--- src/rtl/pong_match_ctrl_pkg.sv ---
// Shared definitions for the pong match sequencer: state codes, winner codes,
// and a small helper for sizing the shared delay timer.
package pong_match_ctrl_pkg;

  typedef enum logic [2:0] {
    ST_IDLE  = 3'd0,
    ST_SERVE = 3'd1,
    ST_PLAY  = 3'd2,
    ST_PAUSE = 3'd3,
    ST_POINT = 3'd4,
    ST_OVER  = 3'd5
  } state_t;

  localparam logic [1:0] WIN_NONE = 2'b00;
  localparam logic [1:0] WIN_P1   = 2'b01;
  localparam logic [1:0] WIN_P2   = 2'b10;

  function automatic int max_int(input int a, input int b);
    return (a > b) ? a : b;
  endfunction

endpackage

--- src/rtl/pong_edge_detect.sv ---
// Rising-edge detector for a debounced, clk-synchronous button level.
// The pulse is registered, so the event is seen by downstream logic on the
// cycle after the edge is sampled; a held button yields exactly one pulse.
module pong_edge_detect (
  input  logic clk,
  input  logic rst_n,
  input  logic level,
  output logic rise
);

  logic prev_q;

  // Track the previous level and register the 0->1 transition as a pulse.
  always_ff @(posedge clk or negedge rst_n) begin
    if (!rst_n) begin
      prev_q <= 1'b0;
      rise   <= 1'b0;
    end else begin
      prev_q <= level;
      rise   <= level & ~prev_q;
    end
  end

endmodule

--- src/rtl/pong_match_ctrl.sv ---
// Match-level sequencer: owns the scores, the serve/point delay timer and the
// ball-engine controls. State is exported on state_out for debug LEDs.
//
// Interface semantics: there are no valid/ready handshakes. p1_point/p2_point
// are single-cycle strobes acted on only in PLAY (p1 wins a tie); button
// events are single-cycle pulses from pong_edge_detect. ball_recenter and
// paddle_reset are single-cycle strobes; every other output is a level.
module pong_match_ctrl
  import pong_match_ctrl_pkg::*;
#(
  parameter int SCORE_W     = 3,
  parameter int WIN_SCORE   = 7,
  parameter int SERVE_DELAY = 50_000_000,
  parameter int POINT_DELAY = 25_000_000
) (
  input  logic               clk,
  input  logic               rst_n,
  input  logic               btn_start,
  input  logic               btn_pause,
  input  logic               p1_point,
  input  logic               p2_point,
  output logic               ball_run,
  output logic               ball_recenter,
  output logic               serve_dir,
  output logic               paddle_reset,
  output logic [SCORE_W-1:0] p1_score,
  output logic [SCORE_W-1:0] p2_score,
  output logic [1:0]         winner,
  output logic [2:0]         state_out
);

  localparam int MAX_DELAY = max_int(SERVE_DELAY, POINT_DELAY);
  localparam int TIMER_W   = (MAX_DELAY > 1) ? $clog2(MAX_DELAY) : 1;

  localparam logic [TIMER_W-1:0] SERVE_LOAD = TIMER_W'(SERVE_DELAY - 1);
  localparam logic [TIMER_W-1:0] POINT_LOAD = TIMER_W'(POINT_DELAY - 1);
  localparam logic [SCORE_W-1:0] WIN_VAL    = SCORE_W'(WIN_SCORE);

  logic start_rise, pause_rise;

  pong_edge_detect u_start_edge (
    .clk   (clk),
    .rst_n (rst_n),
    .level (btn_start),
    .rise  (start_rise)
  );

  pong_edge_detect u_pause_edge (
    .clk   (clk),
    .rst_n (rst_n),
    .level (btn_pause),
    .rise  (pause_rise)
  );

  state_t             state_q, state_d;
  logic [TIMER_W-1:0] timer_q, timer_d;
  logic [SCORE_W-1:0] p1_d, p2_d;
  logic [1:0]         win_d;
  logic               dir_d, rec_d, pad_d;

  // Register the FSM state together with all registered outputs.
  always_ff @(posedge clk or negedge rst_n) begin
    if (!rst_n) begin
      state_q       <= ST_IDLE;
      timer_q       <= '0;
      p1_score      <= '0;
      p2_score      <= '0;
      winner        <= WIN_NONE;
      serve_dir     <= 1'b0;
      ball_recenter <= 1'b0;
      paddle_reset  <= 1'b0;
      ball_run      <= 1'b0;
    end else begin
      state_q       <= state_d;
      timer_q       <= timer_d;
      p1_score      <= p1_d;
      p2_score      <= p2_d;
      winner        <= win_d;
      serve_dir     <= dir_d;
      ball_recenter <= rec_d;
      paddle_reset  <= pad_d;
      ball_run      <= (state_d == ST_PLAY);
    end
  end

  // Next-state, timer, score and strobe decisions.
  always_comb begin
    state_d = state_q;
    timer_d = timer_q;
    p1_d    = p1_score;
    p2_d    = p2_score;
    win_d   = winner;
    dir_d   = serve_dir;
    rec_d   = 1'b0;
    pad_d   = 1'b0;
    case (state_q)
      ST_IDLE, ST_OVER: begin
        if (start_rise) begin
          p1_d    = '0;
          p2_d    = '0;
          win_d   = WIN_NONE;
          dir_d   = 1'b0;
          pad_d   = 1'b1;
          rec_d   = 1'b1;
          timer_d = SERVE_LOAD;
          state_d = ST_SERVE;
        end
      end
      ST_SERVE: begin
        if (timer_q == '0) state_d = ST_PLAY;
        else               timer_d = timer_q - 1'b1;
      end
      ST_PLAY: begin
        if (p1_point) begin
          if (p1_score != WIN_VAL) p1_d = p1_score + 1'b1;
          dir_d   = 1'b0;
          timer_d = POINT_LOAD;
          state_d = ST_POINT;
        end else if (p2_point) begin
          if (p2_score != WIN_VAL) p2_d = p2_score + 1'b1;
          dir_d   = 1'b1;
          timer_d = POINT_LOAD;
          state_d = ST_POINT;
        end else if (pause_rise) begin
          state_d = ST_PAUSE;
        end
      end
      ST_PAUSE: begin
        if (pause_rise) state_d = ST_PLAY;
      end
      ST_POINT: begin
        if (timer_q != '0) begin
          timer_d = timer_q - 1'b1;
        end else if (p1_score == WIN_VAL) begin
          win_d   = WIN_P1;
          state_d = ST_OVER;
        end else if (p2_score == WIN_VAL) begin
          win_d   = WIN_P2;
          state_d = ST_OVER;
        end else begin
          rec_d   = 1'b1;
          timer_d = SERVE_LOAD;
          state_d = ST_SERVE;
        end
      end
      default: state_d = ST_IDLE;
    endcase
  end

  assign state_out = state_q;

endmodule

--- config.mk ---
export PLATFORM = sky130hd
export DESIGN_NAME = pong_match_ctrl
export DESIGN_NICKNAME = d
export VERILOG_FILES = /design/src/rtl/pong_match_ctrl_pkg.sv /design/src/rtl/pong_edge_detect.sv /design/src/rtl/pong_match_ctrl.sv
export SDC_FILE = /design/constraint.sdc
export NUM_CORES = 1
export LEC_CHECK = 0
export CAP_MARGIN = 40
export CORE_UTILIZATION = 35
export DETAILED_ROUTE_END_ITERATION = 16
export HOLD_SLACK_MARGIN = 0.08
export PLACE_DENSITY_LB_ADDON = 0.12
export SLEW_MARGIN = 20
export SYNTH_ARGS = -nofsm -noshare
export SYNTH_HDL_FRONTEND = slang
export SYNTH_SLANG_ARGS = --single-unit
--- constraint.sdc ---
create_clock -name clk -period 2.8 [get_ports clk]
set_input_delay 0.7 -clock clk [delete_from_list [all_inputs] [get_ports clk]]
set_output_delay 0.7 -clock clk [all_outputs]
set_load 0.1 [all_outputs]
==> results.yml, run 1 <==
layout:
  drive_above_1_share: 0.179
  syn2layout_area_growth_pct: 22.0
  final_common_cell: "dfrtp_1"
  final_cell_mix: "dfrtp_1, nand2_1, buf_4"
  n_antenna_cell: 0
  final_area_sq_mm: 0.00294
  nFillCells: 638
  num-nets-final: 322
  stdcell_count: 389
  regArea_sq_mm: 0.00113
  multiInputGateArea_sq_mm: 0.00124
  postLayoutCoreUtil: 0.453
sta:
  slew_violations: 0
  hold_viol: 0
  rsz0062_at_grt: "yes"
  setup_viol: 0
  min_period_over_period: 0.966
  finalHoldWorstSlack_ns: 0.368
  worst_slack_ns: 0.0961
  tightest_slew_ns: 0.796
  setup_tns_ns: 0
  relSlewSlack: 0.467
  fmax_mhz: 370
  finalCriticalPeriod_ns: 2.70
  fin_skew_ns: 0.00558
floorplanning:
  coreArea_sq_mm: 0.00649
  fp.dieW_um: 85
  die_height_um: 85
  ios: 21
  die_area_sq_mm: 0.00723
  start_util: 0.371
  rows: 29
yosys:
  synth.distinct_cells: 50
  synth-seq-area-share: 0.467
  syn_inst: 271
  synth-seq-cells: 45
  dominantRegCellSynth: "dfrtp_1"
  synth.avg_cell_area_sq_um: 8.90
  syn_area_sq_mm: 0.00241
  ys_async_sr_fraction: 1.00
  syn-num-nets: 282
  synth-edff-count: 0
  yosys_warnings: 0
clock_network:
  cts_root_buf: "clkbuf_8"
  cts_buffers: 5
  ctsHoldBuffers: 0
  clock-sinks: 45
  cts_tree: "yes"
  cts.clk_slew.worst_paths_ns: 0.09
  cts_max_level: 2
  clock_latency_ns: 0.30
  clock_path_buffers: 2
route:
  route.vias.total: 2140
  drt_iter0_drc: 135
  wl_mm: 5.89
  postRouteAntennaNets: 0
  viasPerCell: 5.50
  drt_pass1_iterations: 4
  wl_per_cell_um: 15.1
  drc: 0
critical_path:
  slowest_delay_ns: 0.54
  crit_start: "timer_q[21]"
  worstPathCellList: "or4_4 -> or4_4 -> or4_4 -> a21boi_4 -> buf_6 -> a31oi_1 -> o32ai_1"
  startpoint_type: "flip-flop"
  setup.worst_path.class: "flip-flop to flip-flop"
  path_max_fanout: 8
  cp.arrival_ns: 2.91
  cp_data_required_time_ns: 3.00
  crit_top_cell: "or4_4"
  critPathCaptureType: "flip-flop"
  cp_slowest_cell: "or4_4"
  regToRegStartpoint: "timer_q[21]"
placement:
  dp_slack_ns: 0.0488
  place_area_sq_mm: 0.00278
  port_buffers: 20
  dp_hpwl_mm: 4.31
  dp_cells: 379
  place_congestion: 0.808
global_routing:
  grt_usage: 0.172
  antenna_found_initial: 0
  grt_max_degree: 26
  grt_overflow_total: 0
  grt_pass1_wl_mm: 9.76
  grt_pass1_vias: 1925
power_and_ir_drop:
  cellPowerDensity_mw_per_mm2: 879
  p_leak_nw: 1.24
  finalPower_mw: 2.59
  ir_drop_mv: 0.402
run:
  drv_cap: 0
min_path:
  hp-class: "input pin to async pin"
run_status:
  run_status: "finished clean"
## path summary, 6_finish.rpt
path / slack (ns) / endpoint / depth (start not counted)
worst max register to register: 0.1 / timer_q[17] / 7
max in group asynchronous: 2.16 / timer_q[6] / 2
min in group clk: 0.40 / u_pause_edge.rise / 1
worst min register to register: 0.40 / u_pause_edge.rise / 1
worst max-delay path: 0.1 / timer_q[17] / 7
worst min-delay path: 0.37 / state_out[1] / 2
## synth_stat cells, drive strengths merged, types with 4 or more instances
cell type,number,area share
nand2,40,0.062
buf,4,0.0088
nor4,9,0.026
clkbuf,5,0.0078
dfrtp,45,0.47
o22ai,5,0.013
mux2i,4,0.017
o21ai,21,0.045
a31oi,6,0.016
a21oi,9,0.019
inv,5,0.0078
nand2b,7,0.018
or4,5,0.020
nand3,4,0.0083
ha,5,0.026
nor2,26,0.040
nor3,25,0.052
## cell type report
cell class / instances / area share
clock buffers: 5 / 0.0234
clock inverters: 3 / 0.0221
inverters: 6 / 0.00766
repair buffers: 42 / 0.110
flip-flops and latches: 45 / 0.383
multi-input cells: 211 / 0.421
well taps: 77 / 0.0328
## kinds of logic after synthesis
family,count (synthesis),share of synthesized area
adder cells (fa/ha/maj),5,0.0259
multiplexers,4,0.0166
flip-flops,45,0.467
buffers and inverters,15,0.0259
AO/OA/AOI/OAI,72,0.200
AND/OR/NAND/NOR,130,0.264
## timing repair
item,in CTS,in global routing
buffers inserted,0,1
resized for setup,0,4
setup endpoints to repair,0,13
## worst max-delay path, delay by kind of cell, from the launching register on
family | cells | cell delay, ns
buf+inv | 1 | 0.16
compound gates | 3 | 0.55
flops | 1 | 0.42
simple gates | 3 | 1.47
## report_power, final
group,internal (mW),switching [mW],leakage [nW]
registers,0.804,0.196,0.532
logic,0.349,0.647,0.638
clock network,0.355,0.236,0.0681
total,1.51,1.08,1.24
## routing by layer
metal  track usage  share of wire  vias up
li1              -              -     1087
met1         0.259           0.52     1014
met2         0.251           0.43       33
met3        0.0321          0.043        6
met4        0.0462          0.011        0
met5             0              0        -
## sequential cells by signal (all words and copies together) (netlist names)
name	count
timer_q	26
p1_score	3
p2_score	3
state_out	3
winner	2
ball_recenter	1
ball_run	1
paddle_reset	1
serve_dir	1
u_pause_edge.prev_q	1
u_pause_edge.rise	1
u_start_edge.prev_q	1
u_start_edge.rise	1
Power figures use the tool's default switching activity.
==> inputs of run 2 (changes only) <==
- clock period: 2.8 -> 2.35 ns (I/O delays scaled with it)
==> results.yml, run 2 (synthesis gave the netlist of run 1 again) <==
sta:
  rsz0062_at_grt: "yes"
  relSlewSlack: 0.481
  setup_viol: 26
  hold_viol: 0
  slew_violations: 0
  worst_slack_ns: -0.260
  fin_skew_ns: 0.0123
  tightest_slew_ns: 0.772
  fmax_mhz: 383
  finalCriticalPeriod_ns: 2.61
  min_period_over_period: 1.11
critical_path:
  worstPathCellList: "or4_4 -> or4_4 -> or4_4 -> buf_6 -> o21ai_4 -> buf_6 -> a21oi_2 -> o21a_1"
  cp.buffers_inverters: 2
  startpoint_type: "flip-flop"
  slowest_delay_ns: 0.54
  regToRegStartpoint: "timer_q[19]"
  cp_top_family: "simple AND/OR/NAND/NOR gates"
  cp_data_required_time_ns: 2.55
  ff2ff_setup_slack_ns: -0.26
  cp.arrival_ns: 2.81
  critPathCaptureType: "flip-flop"
  path_max_fanout: 5
  cp_slowest_cell: "or4_4"
  reg2reg_depth: 8
  crit_top_cell: "or4_4"
  rr_endpoint: "timer_q[4]"
  setup.worst_path.class: "flip-flop to flip-flop"
floorplanning:
  rows: 29
  start_util: 0.371
  die_height_um: 85
  ios: 21
  fp.dieW_um: 85
  coreArea_sq_mm: 0.00649
  die_area_sq_mm: 0.00723
layout:
  num-nets-final: 362
  final_area_sq_mm: 0.00346
  nFillCells: 598
  largest_register: "timer_q"
  final_common_cell: "buf_4"
  n_antenna_cell: 0
  stdcell_count: 429
  largest_reg_flops: 26
  drive_above_1_share: 0.347
  syn2layout_area_growth_pct: 43.7
  final_cell_mix: "buf_4, dfrtp_1, nand2_1"
global_routing:
  grt_max_degree: 26
  grt_pass1_wl_mm: 11.1
  grt_pass1_vias: 2297
  grt_usage: 0.197
  antenna_found_initial: 0
  grt_overflow_total: 0
route:
  drt_pass1_iterations: 6
  route.vias.total: 2372
  viasPerCell: 5.53
  wl_mm: 6.70
  drt_iter0_drc: 159
  wl_per_cell_um: 15.6
  postRouteAntennaNets: 0
  drc: 0
placement:
  place_congestion: 0.801
  dp_cells: 415
  dp_hpwl_mm: 4.89
  port_buffers: 20
  place_area_sq_mm: 0.00309
clock_network:
  clock_path_buffers: 2
  ctsHoldBuffers: 0
  cts_root_buf: "clkbuf_8"
  cts.clk_slew.worst_paths_ns: 0.10
  cts_tree: "yes"
  cts_max_level: 2
  clock_latency_ns: 0.31
  cts_buffers: 5
  clock-sinks: 45
power_and_ir_drop:
  p_leak_nw: 1.48
  ir_drop_mv: 0.570
  cellPowerDensity_mw_per_mm2: 1010
run:
  drv_cap: 0
run_status:
  violations: "negative setup slack"
  run_status: "complete, but fails checks"
min_path:
  hp-class: "input pin to async pin"
run 2: changes by cell type in the layout (fill, tap and decap cells not counted), moves of 3 or more:
cell,delta
buf_6,+7
o21ai_0,-3
nor3_1,-3
o21ai_2,+3
a21oi_2,+4
a21oi_1,-4
o22ai_2,+4
buf_4,+31
o22ai_1,-4
buf_12,+3
run 2: how the worst max path moves through the flow:
stage	from	endpoint	cells past startpoint	slack (ns)
2_1_floorplan	timer_q[19]	timer_q[18]	7	-0.25
3_3_place_gp	p1_point	timer_q[23]	5	-0.26
3_5_place_dp	timer_q[19]	timer_q[5]	7	-0.30
4_1_cts	timer_q[19]	timer_q[5]	7	-0.24
5_1_grt	timer_q[19]	timer_q[5]	7	-0.34
6_report	timer_q[19]	timer_q[4]	8	-0.26
run 2: metal layers:
layer | track usage | vias up | wire length (um)
met5 | 0 | - | 0
met3 | 0.0331 | 9 | 339
li1 | - | 1167 | -
met1 | 0.279 | 1147 | 3240
met4 | 0.0709 | 0 | 101
met2 | 0.304 | 49 | 3010
run 2: area by class of cell:
type | count | area (sq um) | area share
inverter | 6 | 22.5 | 0.00650
timing repair buffer | 82 | 691 | 0.199
multi-input combinational | 211 | 1410 | 0.406
clock inverter | 2 | 37.5 | 0.0108
tap | 77 | 96.3 | 0.0278
clock buffer | 6 | 82.6 | 0.0238
sequential | 45 | 1130 | 0.325
run 2: power by group:
part,switching [mW],internal (mW)
combinational,1.01,0.710
clock,0.280,0.346
sequential,0.181,0.958
total,1.47,2.01
run 2: through the flow:
stage | hold slack, ns | setup TNS, ns | worst slack (ns) | power [mW] | utilization
6_report | 0.250 | -4.70 | -0.260 | 3.48 | 0.533
5_1_grt | 0.284 | -6.53 | -0.344 | 3.68 | 0.533
4_1_cts | 0.268 | -4.53 | -0.244 | 3.35 | 0.513
3_5_place_dp | 0.386 | -4.73 | -0.301 | 2.62 | 0.476
3_3_place_gp | 0.382 | -4.29 | -0.257 | 2.61 | 0.475
2_1_floorplan | 0.292 | -3.35 | -0.245 | 1.99 | -
run 2: repair_timing:
action                                  CTS  global route
pin swaps                                 8             4
gates resized for setup                  24            19
buffers inserted                          2             3
cloned                                    1             0
endpoints found under the setup margin   26            31
==> inputs of run 3 (changes only) <==
- CORE_UTILIZATION: 35 -> 25
- PLACE_DENSITY_LB_ADDON: 0.12 -> unset
==> results.yml, run 3 (synthesis gave the netlist of run 1 again) <==
run_status:
  run_status: "complete, but fails checks"
  violations: "negative setup slack"
critical_path:
  slowest_delay_ns: 0.53
  cp.buffers_inverters: 0
  path_max_fanout: 5
  rr_endpoint: "timer_q[18]"
  critPathCaptureType: "flip-flop"
  critPathCapture: "timer_q[18]"
  worstPathCellList: "or4_4 -> or4_4 -> or4_4 -> a21boi_4 -> o21ai_1 -> a221o_1"
  startpoint_type: "flip-flop"
  cp_slowest_cell: "or4_4"
  crit_start: "timer_q[19]"
  worstSetupPathDepth: 6
  cp.arrival_ns: 2.78
  reg2reg_depth: 6
  cp_top_family: "simple AND/OR/NAND/NOR gates"
  crit_top_cell: "or4_4"
  regToRegStartpoint: "timer_q[19]"
  cp_data_required_time_ns: 2.54
  ff2ff_setup_slack_ns: -0.24
  setup.worst_path.class: "flip-flop to flip-flop"
sta:
  rsz0062_at_grt: "yes"
  setup_tns_ns: -4.63
  hold_viol: 0
  slew_violations: 0
  relSlewSlack: 0.529
  finalCriticalPeriod_ns: 2.59
  min_period_over_period: 1.10
  tightest_slew_ns: 0.700
  setup_viol: 26
  fmax_mhz: 386
  worst_slack_ns: -0.244
  fin_skew_ns: 0.00390
layout:
  stdcell_count: 472
  final_common_cell: "buf_4"
  syn2layout_area_growth_pct: 37.9
  final_cell_mix: "buf_4, dfrtp_1, nand2_1"
  postLayoutCoreUtil: 0.358
  largest_reg_flops: 26
  largest_register: "timer_q"
  n_antenna_cell: 0
  num-nets-final: 353
  drive_above_1_share: 0.289
  nFillCells: 962
placement:
  place_congestion: 0.872
  port_buffers: 20
  dp_slack_ns: -0.293
  dp_cells: 463
  dp_hpwl_mm: 4.89
clock_network:
  cts_max_level: 2
  clock_latency_ns: 0.30
  cts_buffers: 5
  cts.clk_slew.worst_paths_ns: 0.09
  cts_tree: "yes"
  clock-sinks: 45
  clock_path_buffers: 2
  cts_root_buf: "clkbuf_8"
route:
  postRouteAntennaNets: 0
  drc: 0
  wl_mm: 6.55
  route.vias.total: 2337
  drt_iter0_drc: 99
  wl_per_cell_um: 13.9
  drt_pass1_iterations: 4
  viasPerCell: 4.95
floorplanning:
  die_height_um: 100
  coreArea_sq_mm: 0.00928
  rows: 35
  fp.dieW_um: 100
  die_area_sq_mm: 0.0100
  start_util: 0.260
  ios: 21
run:
  drv_cap: 0
global_routing:
  grt_usage: 0.132
  grt_overflow_total: 0
  grt_pass1_vias: 2216
  grt_max_degree: 25
  antenna_found_initial: 0
  grt_pass1_wl_mm: 10.7
power_and_ir_drop:
  ir_drop_mv: 0.379
  p_leak_nw: 1.41
  cellPowerDensity_mw_per_mm2: 953
min_path:
  hp-class: "input pin to async pin"
-- run 3: area by class of cell --
class | count | area, sq um | share of cell area
multi-input combinational | 211 | 1310 | 0.394
clock inverter | 3 | 17.5 | 0.00527
sequential | 45 | 1130 | 0.339
inverter | 6 | 22.5 | 0.00677
timing repair buffer | 73 | 617 | 0.186
tap | 129 | 161 | 0.0486
clock buffer | 5 | 68.8 | 0.0207
-- run 3: report_power, final --
group          internal (mW)  switching (mW)  leakage (nW)  total (mW)
Combinational          0.622           0.923         0.838        1.54
Clock                  0.206           0.273        0.0439       0.479
Sequential             0.958           0.187         0.530        1.14
-- run 3: timing repair --
action                     CTS  global route
hold endpoints to repair     0             0
buffers inserted             1             0
setup endpoints to repair   26            31
hold buffers                 0             0
gates resized for setup      4            16
pin swaps                    3             5
-- run 3: through the flow --
stage	total power [mW]	hold WS, ns	area, sq um
3_5_place_dp	2.61	0.387	3140
3_3_place_gp	2.58	0.392	3130
5_1_grt	3.36	0.303	3320
2_1_floorplan	1.99	0.292	2420
4_1_cts	3.11	0.278	3250
6_report	3.17	0.262	3320
-- run 3: layer usage --
layer  vias to the layer above  share of wire  track usage
li1                       1151              -            -
met1                      1138           0.47        0.181
met2                        41           0.49        0.218
met3                         7          0.030       0.0146
met4                         0          0.013       0.0412
met5                         -              0            0
-- run 3: worst min path at each step --
stage / start / end / depth (start not counted)
2_1_floorplan: rst_n / ball_recenter / 0
5_1_grt: rst_n / p2_score[2] / 1
4_1_cts: rst_n / p2_score[2] / 1
6_report: rst_n / timer_q[7] / 1
3_3_place_gp: u_pause_edge.prev_q / u_pause_edge.rise / 1
3_5_place_dp: u_pause_edge.prev_q / u_pause_edge.rise / 1
-- run 3: worst reg2reg max path, delay by kind of cell (launching register included) --
| kind | cells | cell delay (ns) |
|---|---|---|
| AO/OA/AOI/OAI | 3 | 0.66 |
| flip-flops | 1 | 0.39 |
| AND/OR/NAND/NOR | 3 | 1.44 |
